### config.mk
export PLATFORM = sky130hd
export DESIGN_NAME = ahb_keypad_slave
export DESIGN_NICKNAME = d
export VERILOG_FILES = /design/src/rtl/ahb_keypad_slave.sv
export SDC_FILE = /design/constraint.sdc
export NUM_CORES = 1
export LEC_CHECK = 0
export ABC_CLOCK_PERIOD_IN_PS = 1090
export CORE_MARGIN = 2
export CORE_UTILIZATION = 54
export CTS_CLUSTER_DIAMETER = 30
export DETAILED_ROUTE_END_ITERATION = 10
export DONT_BUFFER_PORTS = 1
export PLACE_DENSITY = 0.72
export SLEW_MARGIN = 20
export SYNTH_ARGS = -nofsm -noshare
export SYNTH_HDL_FRONTEND = slang
export SYNTH_SLANG_ARGS = --single-unit
### constraint.sdc
create_clock -name HCLK -period 1.09 [get_ports HCLK]
set_input_delay 0.218 -clock HCLK [delete_from_list [all_inputs] [get_ports HCLK]]
set_output_delay 0.218 -clock HCLK [all_outputs]
set_load 0.01 [all_outputs]
### src/rtl/ahb_keypad_slave.sv
`default_nettype none
// ============================================================================
//  Module   : ahb_keypad_slave
//  Purpose  : AHB-Lite slave exposing the keypad key code and a CLEAR
//             acknowledge that pulses key_clear to the scanner.
//             Optional macro AHB_KPD_ERR_RESP_EN adds two-cycle ERROR
//             responses for illegal-direction accesses.
//  Revision : 1.0  initial release
// ============================================================================
module ahb_keypad_slave (
    input  logic        HCLK,
    input  logic        HRESETn,
    input  logic        HSEL,
    input  logic [31:0] HADDR,
    input  logic [3:0]  HPROT,
    input  logic [2:0]  HSIZE,
    input  logic [1:0]  HTRANS,
    input  logic [31:0] HWDATA,
    input  logic        HWRITE,
    input  logic        HREADY,
    output logic [31:0] HRDATA,
    output logic        HREADYOUT,
    output logic        HRESP,
    input  logic [15:0] key_data,
    output logic        key_clear
);

    localparam logic [1:0]  c_OFS_DATA  = 2'd0;
    localparam logic [1:0]  c_OFS_CLEAR = 2'd1;
    localparam logic [1:0]  c_OFS_LAST  = 2'd2;
    localparam logic [31:0] c_ID_VALUE  = 32'h4B42_0001;

    logic        r_dp_valid;
    logic        r_dp_write;
    logic [1:0]  r_dp_addr;
    logic [15:0] r_last;
    logic [31:0] r_hrdata;
    logic        r_key_clear;

    logic        w_accept;
    logic        w_err_req;
    logic        w_clear_hit;
    logic [31:0] w_rd_mux;
    logic        w_unused_ok;

    assign w_accept    = HSEL & HTRANS[1] & HREADY;
    assign w_clear_hit = r_dp_valid & r_dp_write & (r_dp_addr == c_OFS_CLEAR) & HWDATA[0];
    assign w_unused_ok = ^{HPROT, HSIZE, HADDR[31:4], HADDR[1:0], HWDATA[31:1]};

    always_comb begin
        w_rd_mux = 32'h0;
        case (HADDR[3:2])
            c_OFS_DATA:  w_rd_mux = {16'h0, key_data};
            c_OFS_CLEAR: w_rd_mux = 32'h0;
            c_OFS_LAST:  w_rd_mux = {16'h0, r_last};
            default:     w_rd_mux = c_ID_VALUE;
        endcase
    end

    // Read data is captured on the address-phase edge so DATA reflects the
    // key code seen in that cycle; LAST is read before any concurrent update.
    always_ff @(posedge HCLK) begin
        if (HRESETn) begin
            r_dp_valid  <= 1'b0;
            r_dp_write  <= 1'b0;
            r_dp_addr   <= 2'd0;
            r_last      <= 16'h0;
            r_hrdata    <= 32'h0;
            r_key_clear <= 1'b0;
        end else begin
            if (HREADY) begin
                r_dp_valid <= w_accept;
                if (w_accept) begin
                    r_dp_write <= HWRITE;
                    r_dp_addr  <= HADDR[3:2];
                end
            end
            r_key_clear <= w_clear_hit;
            if (w_clear_hit) begin
                r_last <= key_data;
            end
            if (w_accept && !HWRITE && !w_err_req) begin
                r_hrdata <= w_rd_mux;
            end
        end
    end

    assign HRDATA    = r_hrdata;
    assign key_clear = r_key_clear;

`ifdef AHB_KPD_ERR_RESP_EN
    localparam logic [1:0] c_ST_OKAY = 2'd0;
    localparam logic [1:0] c_ST_ERR1 = 2'd1;
    localparam logic [1:0] c_ST_ERR2 = 2'd2;

    logic [1:0] r_state;
    logic [1:0] w_state_nxt;

    // Writes to read-only registers and reads of the write-only CLEAR.
    assign w_err_req = w_accept & (HWRITE ? (HADDR[3:2] != c_OFS_CLEAR)
                                          : (HADDR[3:2] == c_OFS_CLEAR));

    always_ff @(posedge HCLK) begin
        if (HRESETn) begin
            r_state <= c_ST_OKAY;
        end else begin
            r_state <= w_state_nxt;
        end
    end

    always_comb begin
        w_state_nxt = c_ST_OKAY;
        case (r_state)
            c_ST_ERR1: w_state_nxt = c_ST_ERR2;
            default:   w_state_nxt = w_err_req ? c_ST_ERR1 : c_ST_OKAY;
        endcase
    end

    assign HREADYOUT = (r_state != c_ST_ERR1);
    assign HRESP     = (r_state != c_ST_OKAY);
`else
    assign w_err_req = 1'b0;
    assign HREADYOUT = 1'b1;
    assign HRESP     = 1'b0;
`endif

endmodule
`default_nettype wire

# Word level (Yosys, flattened, before mapping)
# Index checks and enable logic that the tools add are counted.
# classes
eq_ne	3
muxes	1
n_bitwise	5
n_reduce_logical	4
# op_table
op	count
$pmux W31 S3	1
$and A1 B1 Y1	5
$eq A2 B1 Y1 const B	2
$eq A2 B2 Y1 const B	1
$logic_not A2 Y1	1
$reduce_and A2 Y1	1
$logic_and A1 B1 Y1	1
$logic_not A1 Y1	1
# word_totals
regBits	53
in_bits	94
output_inout_bits	35
elab_cells	19

# Depth between registers and ports, before layout
# logic_depth
depth_word	3
depth_mapped	5
depth_no_buf	3

# Worst setup path after synthesis
# Ideal clock, no wire load.
# synth_path
kind	register to register
startpoint	register r_dp_valid
endpoint	register r_last[10]
setup_ns	0.072
arrival_time_ns	0.973
required_ns	1.018
setup_slack_ns	0.045
path_stages_with_launch	5
path_buffers	1
synth_period_minus_slack_ns	1.045
cell_sequence	dfxtp_1 > nand2_1 > nor2_8 > buf_6 > mux2i_1
# synth_between
elab_chain_cells	3
# synth_rtl
item	line	source
start: declaration	33	logic r_dp_valid;
start signal: assignment	72	r_dp_valid <= w_accept;
$and A1 B1 Y1 (3 in series)	47	assign w_clear_hit = r_dp_valid & r_dp_write & (r_dp_addr == c_OFS_CLEAR) & HWDATA[0];
end signal: assignment	80	r_last <= key_data;
end: declaration	36	logic [15:0] r_last;
# Every way passes these cells.
# A chain may end at the register's enable or synchronous reset.

==> results.txt <==
The run finished with clean final reports. The worst setup path is captured at an output port. The register clock-pin slew on the reported worst setup and hold paths is 110 ps, and the post-route fraction of the period consumed by the critical path is 0.984. The fraction of final layout cells with drive strength greater than 1 is 0.185, and the clock sink count is 38. Across the routed clock network, the largest skew measured is 8.59 ps. The transition time at the pin with the least slew margin was 552 ps; the hold violation total from the final report was 0.

The synthesized area divided by synthesized cell count was 11.1 sq um; the unique cell type count in the Yosys netlist was 25. For the register area share after synthesis, the log shows 0.404. Data arrives at the worst endpoint at 850 ps. Average vias per placed instance: 5.31. The tools report the category of the worst setup path launch point as a register. The total wire length was 3290 um; the post-placement worst setup slack was -51.5 ps. After synthesis, the most frequently instantiated cells are dfxtp_1, mux2i_1, nand2b_1. The worst hold path passes through 2 cells.

Utilization of the core after routing: 0.576. The die covers 3970 sq um. Detailed placement finished with a half-perimeter wire length of 2170 um. The count of nets left with antenna violations once routing finished came out at 0. The tools report the netlist area before placement as 1880 sq um.

The routed design could run at a clock period as short as 1070 ps. Hold is met by 18.3 ps. For this design the ratio of total power to cell area is 1210 nW/um^2. The tools report the number of fillers in the final layout as 313. The tools report the peak clock frequency supported by timing as 932 MHz. The library cell occupying the most area in the post-synthesis netlist is dfxtp_1. In this design, the largest share of critical-path delay is due to flip-flops. The number of standard-cell rows in the floorplan came out at 21.

Worst setup path startpoint: HRDATA[27]$_SDFFE_PP0P_. Portion of total power attributed to combinational logic: 0.067. The post-synthesis sequential element count is 38.

Summed over all cells, the static leakage comes to 0.762 nW. The tools report the hold-critical path endpoint as r_last[11]$_SDFFE_PP0P_. Measured in cells, the most critical reg-to-reg path has a length of 4. The floorplan step defined a core boundary enclosing 3340 sq um. The startpoint identified for the worst register-to-register timing path is r_dp_addr[1]$_SDFFE_PP0P_.

The tools report the global routing usage on met3 as 0.0829. TritonCTS built the clock tree. The sequential cell fraction of total power was 0.605. Path type of the worst setup path: reg -> out. The run gives 0 as the number of DRC violations after detailed routing. The internal portion of total power was 0.00179 W; the biggest cell delay along the critical path was 360 ps. The most utilized layer in the global route result was met2. Data on the critical path is required at its endpoint by 870 ps.

The Yosys step of the flow raised 0 warnings. On the critical path, the stage with the largest delay is an instance of dfxtp_2. Class of the worst hold path: in -> reg. In this run the count of I/O pins placed on the die edge is 129. The routing usage on met2 came out at 0.285. The number of global-route vias before repair was 1108; the mean routed wirelength per cell was 15.4 um.

Walking the worst path, the cells encountered are buf_8. For the total global routing track utilization, the log shows 0.172. Setup repair after global routing could not meet its margin everywhere. The sequential cells in the finished layout cover a total of 764 sq um. The tools report the critical register-to-register path endpoint as r_last[4]$_SDFFE_PP0P_. The deepest clock path buffer count is 2. The most numerous cell in the Yosys netlist was dfxtp_1. Count of buffering cells on the critical path with inverters included: 1. For this run the aggregate overflow at the end of global routing stands at 0.

The commonest register cell after synthesis is dfxtp_1. The run gives 2 as the first-pass detailed-route iteration total. The final RePlAce weighted congestion is 0.693.

The number of post-CTS setup repair buffers was 0; the number of enable-type register cells in the synthesized netlist was 0. In the post-synthesis netlist, the biggest area contributors are dfxtp_1, mux2i_1, nand2b_1, o2bb2ai_2, buf_4. Of all nets on the critical path, the largest fanout is 6. The tools report the number of antenna violations at the first check in global routing as 0. The async set-or-reset flop fraction in the synthesized netlist works out to 0. The analysis attributes to net switching a power of 0.000544 W. For the maximum number of pins on one net before global-route repair, the log shows 36.

The clock root buffer was clkbuf_4. The repair_antennas step left the layout with diodes totalling 0. Setup slack on the worst reg-to-reg path comes out at 50 ps. Worst max-slew margin expressed relative to the limit: 0.631. The run gives 0.191 as the met1 usage. The worst hold path begins at key_data[11].

The total number of vias is 1137. In the final layout, the multi-input gates occupy 940 sq um. Clock latency on the worst-skew pair, taken at its later pin, is 340 ps. In the final design database the tool counted 261 nets.

The number of H-tree levels is 2, and the global-route wire length before repair is 5200 um. The synthesized instance count is 169, and the effective utilization at floorplan is 0.564. The area share of the largest cell type after synthesis is 0.404, and the DRC violation total after the first TritonRoute iteration is 23.

The run gives 0.328 as the power share of the clock group. The max-cap check violation count was 0. The max-slew violation total from the final report was 0.

IR analysis of the VDD net gives a maximum drop of 0.000774 V. The area added between synthesis and finish works out to 2.13%. The net switching fraction of the power is 0.233, and the overall die width is 63.0 um. The final setup slack of the worst path was 17.2 ps; the number of setup violations in the final report was 0. Chip height: 63.0 um. The count of input and output buffers is 0. The tools report the number of buffers created by CTS as 5.
[layout by cell type, fill, tap and decap left out, types with 2 or more instances in the layout]
cell / n
nand2b_1: 33
o2bb2ai_1: 5
buf_12: 2
nor2_1: 4
conb_1: 12
clkbuf_4: 5
buf_4: 2
dfxtp_2: 3
mux2i_1: 33
a21oi_1: 2
o2bb2ai_2: 10
dfxtp_1: 35
nand3_1: 2
dlygate4sd3_1: 3
nor3_1: 2
o21ai_0: 2
[power groups by stage]
| stage | combinational, W | clock (W) | sequential (W) |
|---|---|---|---|
| floorplan | 0.000204 | 0 | 0.00144 |
| global placement | 0.000138 | 0 | 0.00144 |
| detailed placement | 0.000142 | 0 | 0.00144 |
| CTS | 0.000149 | 0.000786 | 0.00141 |
| global route | 0.000169 | 0.000850 | 0.00141 |
| finish | 0.000156 | 0.000767 | 0.00141 |
[sequential cells by signal, summed over array words and instances, names as in the netlist]
name	flops
r_last	16
r_dp_write	1
r_dp_addr	2
key_clear	1
HRDATA	17
r_dp_valid	1
[cell families after synthesis]
family                 share of synthesized area
buffers and inverters                      0.118
AO/OA/AOI/OAI                              0.125
flip-flops                                 0.404
AND/OR/NAND/NOR                            0.174
other                                    0.00399
multiplexers                               0.176
[per-stage QoR]
stage	setup TNS, ps	instance area (sq um)	cells	total power (W)
final	0	1920	214	0.00233
after global routing	-236	1920	214	0.00243
after CTS	0	1890	212	0.00235
after detailed placement	-492	1820	203	0.00158
after global placement	-284	1820	203	0.00158
after floorplan	0	1920	179	0.00165
[routing by layer]
metal / vias up / part of all wire
met3: 5 / 0.094
met4: 0 / 0.014
met1: 541 / 0.41
met2: 41 / 0.48
li1: 550 / -
met5: - / 0
[worst max path at each step]
stage / to / cells after the start
global placement: HRDATA[2]$_SDFFE_PP0P_ / 3
finish: HRDATA[24] / 1
global route: r_last[1]$_SDFFE_PP0P_ / 4
floorplan: r_last[10]$_SDFFE_PP0P_ / 4
detailed placement: HRDATA[3]$_SDFFE_PP0P_ / 3
CTS: HRDATA[24] / 1
[timing repair]
| action | in CTS | in global routing |
|---|---|---|
| hold buffers | 1 | 2 |
| setup endpoints to repair | 6 | 14 |
| pin swaps | 0 | 0 |
| endpoints found under the hold margin | 7 | 2 |
| gates resized for setup | 2 | 4 |
[final cells by class]
| class | count | area share |
|---|---|---|
| flip-flops and latches | 38 | 0.398 |
| clock buffers | 7 | 0.0286 |
| repair buffers | 8 | 0.0521 |
| multi-input cells | 114 | 0.489 |
| clock inverters | 1 | 0.00260 |
| well taps | 46 | 0.0299 |
No activity file was read; power rests on OpenSTA's default activity.
